### src/rtl/controller.sv
// controller: multi-cycle control FSM sequencing decode, execute, memory and writeback
module controller (
    input  logic       clk,
    input  logic       reset,
    input  logic [7:0] opcode,
    input  logic       op,
    input  logic       zero,
    output logic [7:0] ir,
    output logic [3:0] state,
    output logic       busy,
    output logic       done,
    output logic       halted,
    output logic [3:0] alu_op,
    output logic [1:0] src_a,
    output logic [1:0] src_b,
    output logic [1:0] dst,
    output logic       reg_we,
    output logic       wb_sel,
    output logic       mem_rd,
    output logic       mem_wr,
    output logic       addr_sel,
    output logic       pc_inc,
    output logic       pc_load
);
    typedef enum logic [3:0] {
        IDLE = 4'd0, DECODE = 4'd1, EXEC = 4'd2, WB = 4'd3, MEM_RD = 4'd4,
        MEM_WR = 4'd5, BRANCH = 4'd6, DONE = 4'd7, HALT = 4'd8
    } state_t;
    state_t cur, nxt;
    logic branch_taken;
    logic [3:0] cls;
    logic taken;
    assign cls = ir[7:4];
    assign taken = cls == 4'hD || zero;
    always_ff @(posedge clk) begin
        if (reset) begin
            cur <= IDLE;
            ir <= 8'h00;
            branch_taken <= 1'b0;
        end else begin
            cur <= nxt;
            if (cur == IDLE && op) ir <= opcode;
            branch_taken <= cur == BRANCH && taken;
        end
    end
    always_comb begin
        nxt = cur;
        case (cur)
            IDLE:   nxt = op ? DECODE : IDLE;
            DECODE: nxt = cls <= 4'h9 ? EXEC : cls <= 4'hB ? MEM_RD : cls == 4'hC ? MEM_WR :
                          cls <= 4'hE ? BRANCH : HALT;
            EXEC:   nxt = cls == 4'h0 ? DONE : WB;
            WB:     nxt = DONE;
            MEM_RD: nxt = WB;
            MEM_WR: nxt = DONE;
            BRANCH: nxt = DONE;
            DONE:   nxt = IDLE;
            default: nxt = HALT;
        endcase
    end
    assign state    = cur;
    assign busy     = cur != IDLE && cur != HALT;
    assign done     = cur == DONE;
    assign halted   = cur == HALT;
    // memory and branch states address through the rs field instead of rd
    assign src_a    = !busy ? 2'd0 :
                      (cur == MEM_WR || cur == BRANCH || (cur == MEM_RD && cls == 4'hB)) ? ir[1:0] : ir[3:2];
    assign src_b    = !busy ? 2'd0 : cur == MEM_WR ? ir[3:2] : ir[1:0];
    assign dst      = busy ? ir[3:2] : 2'd0;
    assign alu_op   = (cur == EXEC || (cur == WB && cls <= 4'h9)) ? cls : 4'h0;
    assign reg_we   = cur == WB;
    assign wb_sel   = cur == WB && cls >= 4'hA;
    assign mem_rd   = cur == MEM_RD;
    assign mem_wr   = cur == MEM_WR;
    assign addr_sel = (cur == MEM_RD && cls == 4'hB) || cur == MEM_WR;
    assign pc_inc   = (cur == MEM_RD && cls == 4'hA) || (cur == DONE && !branch_taken);
    assign pc_load  = cur == BRANCH && taken;
endmodule

### config.mk
export PLATFORM = sky130hd
export DESIGN_NAME = controller
export DESIGN_NICKNAME = d
export VERILOG_FILES = /design/src/rtl/controller.sv
export SDC_FILE = /design/constraint.sdc
export NUM_CORES = 1
export LEC_CHECK = 0
export CAP_MARGIN = 20
export CORE_MARGIN = 2
export CORE_UTILIZATION = 35
export CTS_CLUSTER_SIZE = 16
export DETAILED_ROUTE_END_ITERATION = 10
export PLACE_DENSITY = 0.77
export SLEW_MARGIN = 10
export SYNTH_ARGS = -nofsm -noshare
export SYNTH_HDL_FRONTEND = slang
export SYNTH_SLANG_ARGS = --single-unit
### constraint.sdc
create_clock -name clk -period 3.05 [get_ports clk]
set_input_delay 0.7625 -clock clk [delete_from_list [all_inputs] [get_ports clk]]
set_output_delay 0.7625 -clock clk [all_outputs]
set_load 0.005 [all_outputs]
==> tab_implementation.tex <==
\begin{tabular}{lr}
\hline
Metric & Value \\
\hline
\multicolumn{2}{l}{\textbf{Outcome}} \\
Status & finished clean \\
\multicolumn{2}{l}{\textbf{Synthesis}} \\
Sequential share of the synthesized area & 28.5\% \\
Number of synthesis warnings & 0 \\
Post-synth EDFFs & 0 \\
Mapped Avg Cell Area & roughly 7.4 um\^{}2 \\
Leading cell type by number of instances after synthesis & sky130\_fd\_sc\_hd\_\_nor2\_1 \\
Mapped Nets & 136 \\
Synth top area cells & sky130\_fd\_sc\_hd\_\_dfxtp\_1 28\%, sky130\_fd\_sc\_hd\_\_nor2\_1 5.7\%, sky130\_fd\_sc\_hd\_\_buf\_2 5.5\%, sky130\_fd\_sc\_hd\_\_nand3\_1 4.9\%, sky130\_fd\_sc\_hd\_\_inv\_1 4.5\% \\
Area share of the leading cell type in the synthesized netlist & $\sim$28\% \\
Synth area leader & sky130\_fd\_sc\_hd\_\_dfxtp\_1 \\
Synthesized cell area & 915 um\^{}2 \\
Count of different cell masters after synthesis & 34 \\
Prevailing post-synth register cell & sky130\_fd\_sc\_hd\_\_dfxtp\_1 \\
Fraction of registers with async set or reset after synthesis & 0\% \\
FF+latch count, synth & 13 \\
Most frequent cells after synthesis & 14 x sky130\_fd\_sc\_hd\_\_nor2\_1, 13 x sky130\_fd\_sc\_hd\_\_dfxtp\_1, 11 x sky130\_fd\_sc\_hd\_\_inv\_1 \\
Syn Inst Count & around 120 \\
\multicolumn{2}{l}{\textbf{STA}} \\
Smallest hold slack & about 0.52 ns \\
Fin crit share & 94.5\% \\
RSZ-0062 raised after global routing & no \\
Number of pins with negative max-slew slack in the final report & 0 \\
Transition time at the pin with the least slew margin & approximately 0.55 ns \\
Final count of negative-setup-slack endpoints & 0 \\
Highest attainable clock frequency & 0.347 GHz \\
Final clock skew & 0.00282 ns \\
Worst slew margin & 63.0\% \\
Period minus WS final & around 2.9 ns \\
Setup TNS & 0 ns \\
Hold violation total from the final report & 0 \\
\multicolumn{2}{l}{\textbf{Route}} \\
Routed wire per std cell & 13.4 um \\
Post-route DRC & 0 \\
Routed WL & 2570 um \\
Number of antenna-violating nets in the routed design & 0 \\
Via density per instance & 5.50 \\
Iteration count of the initial detailed-routing pass & 4 \\
Detailed-route via count & $\sim$1100 \\
First DRT Iteration DRCs & 24 \\
\multicolumn{2}{l}{\textbf{Pwr}} \\
Leak Pwr & roughly 0.46 nW \\
IR Drop Worst-Case VDD & 0.000288 V \\
Power density over the cells & between 300 and 400 nW/um\^{}2 \\
\multicolumn{2}{l}{\textbf{Placed design}} \\
Cell area after placement & $\sim$1300 um\^{}2 \\
Detailed-placement wirelength estimate & 1970 um \\
Routability Congestion & 0.817 \\
Inst Count DP & between 150 and 200 \\
Quantity of I/O buffers inserted on ports & 43 \\
\multicolumn{2}{l}{\textbf{Critical path}} \\
Kind of end point of the critical path & output port \\
Crit path DAT & 2.12 ns \\
CP max-delay cell & sky130\_fd\_sc\_hd\_\_nor3\_1 \\
CP startpoint & state[1]\$\_SDFF\_PP0\_ \\
Crit-path max FO & 14 \\
Category of the worst setup path launch point & flip-flop \\
Worst reg2reg path startpoint & state[2]\$\_SDFF\_PP0\_ \\
Worst Path Class, Setup & reg -> out \\
Slowest stage delay, CP & 0.53 ns \\
Cell Chain, Critical Path & nor3\_1, nor2\_1, mux2\_2, clkdlybuf4s50\_1 \\
Number of cells on the worst reg-to-reg path & 4 \\
Required time at the worst-slack endpoint & 2.29 ns \\
\multicolumn{2}{l}{\textbf{CTS}} \\
Root buffer selected by CTS & sky130\_fd\_sc\_hd\_\_clkbuf\_4 \\
Source-to-sink clock delay at the later pin of the worst-skew pair & 0.27 ns \\
Clock buffers created by TritonCTS & 3 \\
Clock tree from TritonCTS & built \\
Clock transition at path regs & 0.08 ns \\
Number of buffers between clock root and the deepest sink & 2 \\
Setup fix buffers added after clock tree synthesis & 0 \\
H-tree depth reported by CTS & 1 \\
Clock sinks & 13 \\
Total of hold buffers inserted after clock tree synthesis & 0 \\
\multicolumn{2}{l}{\textbf{Die}} \\
Ports placed on the boundary & 44 \\
Die Footprint & 3040 um\^{}2 \\
Effective utilization at floorplan & a little under two fifths \\
Height of the die & 55.1 um \\
Core region area & $\sim$2500 um\^{}2 \\
Die boundary width & 55.1 um \\
Placement row count & 18 \\
\multicolumn{2}{l}{\textbf{Worst hold path}} \\
WHS Path Cells & 2 \\
Worst Hold Launch & ir[3]\$\_SDFFE\_PP0P\_ \\
Tightest Hold Check Type & reg -> reg \\
\multicolumn{2}{l}{\textbf{Job}} \\
\# Max-Cap Violations & 0 \\
\multicolumn{2}{l}{\textbf{Finish}} \\
Total non-filler cell area in the finished layout & 1380 um\^{}2 \\
Final standard cell count with taps included and fillers excluded & 192 \\
Area grow syn2layout & 50.6\% \\
Final-stage net count & 175 \\
Filler instances & 250 \\
Antenna Cells & 0 \\
Fraction of final layout cells with drive strength greater than 1 & 8.02\% \\
\multicolumn{2}{l}{\textbf{Global route}} \\
Antenna violations before repair & 0 \\
GRT Util Overall & about a fifth \\
Number of global-route vias before repair & 941 \\
Overflow left after global routing & 0 \\
Global-route wire length before repair & $\sim$4200 um \\
Maximum number of pins on one net before global-route repair & 17 \\
\hline
\end{tabular}
[layer usage]
| metal | part of all wire (%) | track usage, % | wire length [um] |
|---|---|---|---|
| met1 | 43 | 24.9 | 1100 |
| met2 | 50 | 32.1 | 1290 |
| met3 | 5.0 | 3.76 | 129 |
| met4 | 2.3 | 7.72 | 59 |
| met5 | 0 | 0 | 0 |
[repair_timing]
item,4_1_cts,5_1_grt
hold endpoints to repair,0,0
resized for setup,0,2
setup endpoints to repair,0,3
[flip-flops by register name (all words and copies together), names as in the netlist]
register      cells
branch_taken      1
state             4
ir                8
[final cells by class]
| type | count | area, um^2 | area share (%) |
|---|---|---|---|
| Multi-Input combinational cell | 87 | 551 | 40.0 |
| Timing Repair Buffer | 47 | 460 | 33.4 |
| Sequential cell | 13 | 262 | 19.0 |
| Inverter | 11 | 41.3 | 3.00 |
| Tap cell | 30 | 37.5 | 2.72 |
| Clock buffer | 4 | 26.3 | 1.91 |
[final timing paths]
kind                                      endpoint  slack (ns)
worst max-delay path                      src_a[0]        0.17
worst min-delay path            ir[3]$_SDFFE_PP0P_        0.52
worst max register to register  ir[4]$_SDFFE_PP0P_        1.37
worst min register to register  ir[3]$_SDFFE_PP0P_        0.52
[report_power, final]
group | leakage [nW] | switching [mW] | internal [mW]
Clock | 0.0150 | 0.0564 | 0.0507
Combinational | 0.343 | 0.100 | 0.115
Sequential | 0.107 | 0.0359 | 0.186
Total | 0.465 | 0.193 | 0.351
[logic make-up (layout without fill, tap and decap cells)]
kind of cell / Yosys count / in the layout / synth area share (%)
buffers and inverters: 24 / 62 / 11.6
XOR/XNOR: 1 / 1 / 0.958
flip-flops: 13 / 13 / 28.5
AO/OA/AOI/OAI: 35 / 35 / 25.3
multiplexers: 2 / 2 / 2.46
AND/OR/NAND/NOR: 49 / 49 / 31.2
[per-stage QoR]
stage,util [%],power [mW],worst slack [ns]
3_3_place_gp,54.4,0.434,0.344
3_5_place_dp,54.4,0.438,0.334
4_1_cts,55.5,0.545,0.123
2_1_floorplan,-,0.345,1.06
6_report,55.6,0.544,0.168
5_1_grt,55.6,0.585,0.0209
[cell usage in the layout (no fill, tap or decap), types with 2 or more instances in the layout]
master and count:
sky130_fd_sc_hd__clkdlybuf4s50_1 43, sky130_fd_sc_hd__nor2_1 14, sky130_fd_sc_hd__dfxtp_1 12, sky130_fd_sc_hd__inv_1 11, sky130_fd_sc_hd__nand3_1 9, sky130_fd_sc_hd__o21ai_1 8
sky130_fd_sc_hd__a21oi_1 8, sky130_fd_sc_hd__nand2_1 4, sky130_fd_sc_hd__nor3_1 4, sky130_fd_sc_hd__o32ai_1 4, sky130_fd_sc_hd__buf_4 4, sky130_fd_sc_hd__and2_1 3
sky130_fd_sc_hd__nor4_1 3, sky130_fd_sc_hd__clkbuf_4 3, sky130_fd_sc_hd__o211ai_1 2, sky130_fd_sc_hd__nand2b_1 2, sky130_fd_sc_hd__a22o_1 2, sky130_fd_sc_hd__nand4b_1 2
sky130_fd_sc_hd__mux2_2 2, sky130_fd_sc_hd__a41oi_1 2, sky130_fd_sc_hd__a211oi_1 2, sky130_fd_sc_hd__o31ai_1 2, sky130_fd_sc_hd__nor2b_1 2
[worst max-delay path, delay by kind of cell (launching register included)]
kind,cells,cell delay [ns]
buffers and inverters,1,0.44
muxes,1,0.29
and+or+nand+nor,2,0.65
DFF,1,0.46
Power figures use the tool's default switching activity.
